===== src/rtl/fifo_pkg.sv =====
// Shared definitions for the async FIFO pointer logic.
package fifo_pkg;

  localparam int FIFO_ADDR_WIDTH = 3;

  // Pointer arithmetic runs on a 32-bit word; callers zero-extend and truncate.
  // Zero upper bits leave the Gray/binary mapping of the low bits unchanged,
  // so one function pair serves any pointer width up to 32.
  localparam int PTR_WORD_W = 32;
  typedef logic [PTR_WORD_W-1:0] ptr_word_t;

  function automatic ptr_word_t bin2gray(input ptr_word_t bin);
    return bin ^ (bin >> 1);
  endfunction

  // Prefix XOR from the MSB down.
  function automatic ptr_word_t gray2bin(input ptr_word_t gray);
    ptr_word_t bin;
    bin = '0;
    bin[PTR_WORD_W-1] = gray[PTR_WORD_W-1];
    for (int i = PTR_WORD_W - 2; i >= 0; i--) begin
      bin[i] = bin[i+1] ^ gray[i];
    end
    return bin;
  endfunction

endpackage


===== src/rtl/fifo_gray_cnt.sv =====
// Enable-driven binary pointer with a registered Gray copy for CDC.
// The Gray output is taken straight from a flop, so exactly one bit changes per increment.
module fifo_gray_cnt
  import fifo_pkg::*;
#(
  parameter int WIDTH = FIFO_ADDR_WIDTH + 1
) (
  input  logic             clk,
  input  logic             rst,
  input  logic             en,
  output logic [WIDTH-1:0] bin,
  output logic [WIDTH-1:0] bin_next,
  output logic [WIDTH-1:0] gray
);

  // Next pointer value; wraps naturally modulo 2**WIDTH.
  always_comb begin
    bin_next = bin + WIDTH'(en);
  end

  // Binary and Gray pointer registers.
  always_ff @(posedge clk or negedge rst) begin
    if (!rst) begin
      bin  <= '0;
      gray <= '0;
    end else begin
      bin  <= bin_next;
      gray <= WIDTH'(bin2gray(PTR_WORD_W'(bin_next)));
    end
  end

endmodule


===== src/rtl/fifo_wr_ctrl.sv =====
// Write-domain controller of the async FIFO: write address, Gray write pointer,
// and full / almost_full / level / sticky overflow, all derived from the
// read pointer already synchronized into this clock domain.
// The synchronized read pointer lags the real one, so full may stay set a few
// cycles after a read but never clears early.
module fifo_wr_ctrl
  import fifo_pkg::*;
#(
  parameter int ADDR_WIDTH   = FIFO_ADDR_WIDTH,
  parameter int AFULL_THRESH = 6
) (
  input  logic                  clk,
  input  logic                  rst,
  input  logic                  winc,
  input  logic [ADDR_WIDTH:0]   rptr_sync,
  input  logic                  ovf_clr,
  output logic                  wclken,
  output logic [ADDR_WIDTH-1:0] waddr,
  output logic [ADDR_WIDTH:0]   wptr_gray,
  output logic                  full,
  output logic                  almost_full,
  output logic [ADDR_WIDTH:0]   wr_level,
  output logic                  overflow
);

  localparam int PW = ADDR_WIDTH + 1;

  logic [PW-1:0] wbin;
  logic [PW-1:0] wbin_next;
  logic [PW-1:0] wgray_next;
  logic [PW-1:0] rbin;
  logic [PW-1:0] full_cmp;
  logic [PW-1:0] level_next;

  // A write is accepted only when the FIFO is not full.
  always_comb begin
    wclken = winc & ~full;
  end

  fifo_gray_cnt #(
    .WIDTH (PW)
  ) u_wptr (
    .clk      (clk),
    .rst      (rst),
    .en       (wclken),
    .bin      (wbin),
    .bin_next (wbin_next),
    .gray     (wptr_gray)
  );

  // wbin is already a register, so the address needs no extra flop.
  assign waddr = wbin[ADDR_WIDTH-1:0];

  // Look-ahead flag inputs: full and level are evaluated on the post-write pointer.
  // Full means the write pointer is one lap ahead, which in Gray form is the read
  // pointer with its two MSBs inverted.
  always_comb begin
    rbin       = PW'(gray2bin(PTR_WORD_W'(rptr_sync)));
    wgray_next = PW'(bin2gray(PTR_WORD_W'(wbin_next)));
    full_cmp   = {~rptr_sync[ADDR_WIDTH:ADDR_WIDTH-1], rptr_sync[ADDR_WIDTH-2:0]};
    level_next = wbin_next - rbin;
  end

  // Registered status flags.
  always_ff @(posedge clk or negedge rst) begin
    if (!rst) begin
      full        <= 1'b0;
      almost_full <= 1'b0;
      wr_level    <= '0;
    end else begin
      full        <= (wgray_next == full_cmp);
      almost_full <= (level_next >= PW'(AFULL_THRESH));
      wr_level    <= level_next;
    end
  end

  // Sticky overflow; a blocked write wins over a clear in the same cycle.
  always_ff @(posedge clk or negedge rst) begin
    if (!rst) begin
      overflow <= 1'b0;
    end else if (winc && full) begin
      overflow <= 1'b1;
    end else if (ovf_clr) begin
      overflow <= 1'b0;
    end
  end

endmodule


===== config.mk =====
export PLATFORM = sky130hd
export DESIGN_NAME = fifo_wr_ctrl
export DESIGN_NICKNAME = d
export VERILOG_FILES = /design/src/rtl/fifo_pkg.sv /design/src/rtl/fifo_gray_cnt.sv /design/src/rtl/fifo_wr_ctrl.sv
export SDC_FILE = /design/constraint.sdc
export NUM_CORES = 1
export LEC_CHECK = 0
export BUFFER_PORTS_ARGS = -buffer_cell sky130_fd_sc_hd__buf_2
export CAP_MARGIN = 25
export CORE_MARGIN = 2
export CORE_UTILIZATION = 37
export CTS_CLUSTER_SIZE = 28
export DETAILED_ROUTE_END_ITERATION = 10
export SLEW_MARGIN = 20
export SYNTH_ARGS = -nofsm -noshare
export SYNTH_HDL_FRONTEND = slang
export SYNTH_HIERARCHICAL = 1
export SYNTH_SLANG_ARGS = --single-unit

===== constraint.sdc =====
create_clock -name clk -period 2.2 [get_ports clk]
set_clock_uncertainty 0.2 [all_clocks]
set_input_delay 0.11 -clock clk [delete_from_list [all_inputs] [get_ports clk]]
set_output_delay 0.11 -clock clk [all_outputs]
set_load 0.02 [all_outputs]

==> metrics.csv <==
stage,metric,value,unit
clocking,cts.sinks,14,
setup_path,worstPathArrival,2.03,ns
grt,grtUsageTotal,13.5,%
grt,grt_max_degree,15,
detailed_routing,ant_nets,0,
synth,synth_top_family_by_area,XOR/XNOR gates,
setup_path,cp_data_required_time,2.16,ns
setup_path,path_class,primary input to flip-flop,
power,vdd_drop_max,0.666,mV
place,io_buffers,22,
setup_path,reg2reg_slack,0.16,ns
detailed_routing,via_per_inst,4.41,
clocking,htreeDepth,1,
clocking,cts_root_buffer,clkbuf_4,
grt,antenna_found_initial,0,
timing,rsz0062_at_grt,false,
setup_path,endpoint_kind,flip-flop,
power,comb_power_share,65.1,%
grt,grt_overflow_total,0,
power,clockPowerShare,8.2,%
timing,period_share,94.3,%
cells_and_area,multiInputGateArea,417,um^2
timing,maxSlewViolCount,0,
floorplanning,core-area,1900,um^2
setup_path,worst_path_largest_cell_delay,0.53,ns
detailed_routing,wl,1230,um
cells_and_area,drive_gt1_share,45.1,%
cells_and_area,finish.utilization,53.6,%
cells_and_area,nFillCells,167,
synth,synthMuxAreaShare,0,%
run_status,status,finished clean,
timing,fin_tns_setup,0,ns
power,netSwitchingPower,795,uW
synth,synthAdderAreaFrac,11.4,%
detailed_routing,num_vias,520,
clocking,cts_tree,built,
cells_and_area,diodes,0,
synth,yosys.area_share.simple,7.07,%
detailed_routing,wire_per_inst,10.5,um
setup_path,cp-start-kind,primary input,
grt,grt_pass1_wl,2130,um
place,hpwl,995,um
setup_path,crit_top_cell,inv_1,
timing,slew-limit-headroom,76.7,%
setup_path,worstPathMaxFanout,3,
timing,final-hold-violation-count,0,
power,intPower,1.03,mW
power,p_leak,0.474,nW
cells_and_area,stdcell_count,118,
place,finalWeightedCongestion,0.785,
min_path,worst_hold_path.endpoint,full,
synth,postSynthAreaPerCell,12.3,um^2
floorplanning,initial_core_util,38.2,%
power,p_sw_share,43.5,%
detailed_routing,drc_errors,0,
cells_and_area,regArea,352,um^2
detailed_routing,drtIter0Drc,1,
clocking,worstSkewPairLatency,0.28,ns
synth,synth-xor-area-share,17.8,%
synth,yosysUniqueCellTypes,25,
synth,netlist_area,726,um^2
cells_and_area,nets,106,
setup_path,cp_slowest_cell,dlygate4sd3_1,
power,seqPwrFrac,26.7,%
synth,netlist_instances,59,
place,placed_cells,109,
detailed_routing,drt_pass1_iterations,4,
min_path,hold_start,rptr_sync[0],
synth,ys_ff_latch,14,
timing,setup_viol,0,
setup_path,reg2reg_from,full,
floorplanning,ios,23,
min_path,min_path_type,primary input to flip-flop,
setup_path,r2r_end,almost_full,
job,maxCapViolations,0,
synth,yosys_warnings,6,
grt,grt_pass1_vias,524,
floorplanning,row_count,16,
timing,min_period,2.08,ns
synth,synth-compound-area-share,11.9,%
floorplanning,dieWidth,48.3,um
synth,syn-num-nets,73,
floorplanning,dieHeight,48.3,um
clocking,cts_resized,0,
clocking,cts_buffer_depth,2,
setup_path,crit_chain,dlygate4sd3_1 > buf_2 > inv_1 > xnor2_2 > xnor2_1 > ha_1 > inv_1 > fa_1 > xor2_1 > nand2_1 > o21ai_1,
timing,max_freq,482,MHz
cells_and_area,syn_to_final_growth,40.5,%
floorplanning,dieArea,2330,um^2
clocking,cts_buffers,3,
power,powerDensity,1790,nW/um^2
synth,yosysSeqAreaShare,48.3,%
setup_path,r2r.worst_path.cells,9,
clocking,clkTransAtPathRegs,0.09,ns
min_path,min_path_cells,4,
timing,worst_pin_slew,0.347,ns
-- what timing repair did --
item | in CTS | in global routing
hold buffers | 4 | 0
endpoints found under the hold margin | 16 | 0
setup endpoints to repair | 0 | 1
buffers inserted | 0 | 1
-- worst max-delay path, delay by kind of cell --
family,cells,cell delay (ns)
buffers and inverters,4,0.83
adder cells (fa/ha/maj),2,0.56
AO/OA/AOI/OAI,1,0.05
XOR/XNOR,3,0.43
AND/OR/NAND/NOR,1,0.06
-- cells in the final DEF (no fill, tap or decap), types with 2 or more instances in the layout --
cell type / n
inv_1: 5
nand2_1: 2
xor2_1: 5
xnor2_1: 5
buf_2: 22
xnor2_2: 2
clkbuf_4: 3
dlygate4sd3_1: 4
ha_4: 3
buf_4: 3
ha_1: 2
dfrtp_1: 13
-- layout make-up --
| type | instances | area share, % |
|---|---|---|
| well taps | 27 | 3.31 |
| repair buffers | 29 | 16.9 |
| multi-input cells | 39 | 40.9 |
| flip-flops and latches | 14 | 34.5 |
| inverters | 5 | 1.84 |
| clock buffers | 4 | 2.58 |
-- power groups by stage --
| stage | sequential [mW] | clock (mW) | combinational, mW |
|---|---|---|---|
| global placement | 0.489 | 0 | 1.18 |
| CTS | 0.490 | 0.156 | 1.21 |
| global route | 0.511 | 0.169 | 1.32 |
| detailed placement | 0.495 | 0 | 1.19 |
| floorplan | 0.652 | 0 | 0.742 |
| finish | 0.487 | 0.151 | 1.19 |
-- registers in the layout (all words and copies together), names as in the netlist --
register,count
almost_full,1
full,1
overflow,1
u_wptr/bin,4
u_wptr/gray,3
wr_level,4
-- through the flow --
stage / hold WS [ns] / instance area, um^2 / worst slack [ns] / total power, mW
6_report: 0.0240 / 1020 / 0.125 / 1.83
5_1_grt: 0.0697 / 1020 / 0.00976 / 2.00
4_1_cts: 0.0237 / 1010 / 0.0284 / 1.85
3_5_place_dp: -0.182 / 946 / 0.168 / 1.68
3_3_place_gp: -0.184 / 946 / 0.172 / 1.67
2_1_floorplan: -0.386 / 795 / 0.000762 / 1.39
-- logic make-up (layout without fill, tap and decap cells) --
kind of cell    count (synthesis)  after routing
compound gates                 11             11
xor+xnor                       13             13
flops                          14             14
simple gates                    9              9
buf+inv                         6             38
fa+ha+maj                       6              6
-- layer usage --
metal  GRT usage (%)  part of all wire (%)
met3            2.22                   3.7
met5               0                     0
met2            21.1                    48
met1            16.8                    46
met4            9.73                   2.4
-- cells in the mapped netlist, drive strengths merged --
master / number / area share (%)
dfrtp: 14 / 48
xnor2: 7 / 11
xor2: 6 / 7.2
ha: 5 / 8.6
inv: 5 / 2.6
a21oi: 2 / 1.4
nand2: 2 / 1.0
o21ai: 2 / 1.4
a211o: 1 / 1.2
a211oi: 1 / 1.7
a21boi: 1 / 1.6
a22o: 1 / 1.2
a22oi: 1 / 1.0
and2b: 1 / 1.2
and3: 1 / 0.86
buf: 1 / 1.0
fa: 1 / 2.8
nand2b: 1 / 0.86
nand3: 1 / 0.69
nand3b: 1 / 1.0
nor2: 1 / 0.52
nor2b: 1 / 0.86
o211ai: 1 / 1.0
o21ba: 1 / 1.4
-- how the worst max path moves through the flow --
| stage | startpoint | end | slack, ns | cells after the start |
|---|---|---|---|---|
| final | rptr_sync[1] | almost_full | 0.12 | 11 |
| after global routing | rptr_sync[1] | almost_full | 0.01 | 11 |
| after CTS | rptr_sync[1] | almost_full | 0.03 | 11 |
| after detailed placement | full | almost_full | 0.17 | 8 |
| after global placement | rptr_sync[3] | almost_full | 0.17 | 10 |
| after floorplan | full | almost_full | 0.0008 | 8 |
Power figures use the tool's default switching activity.
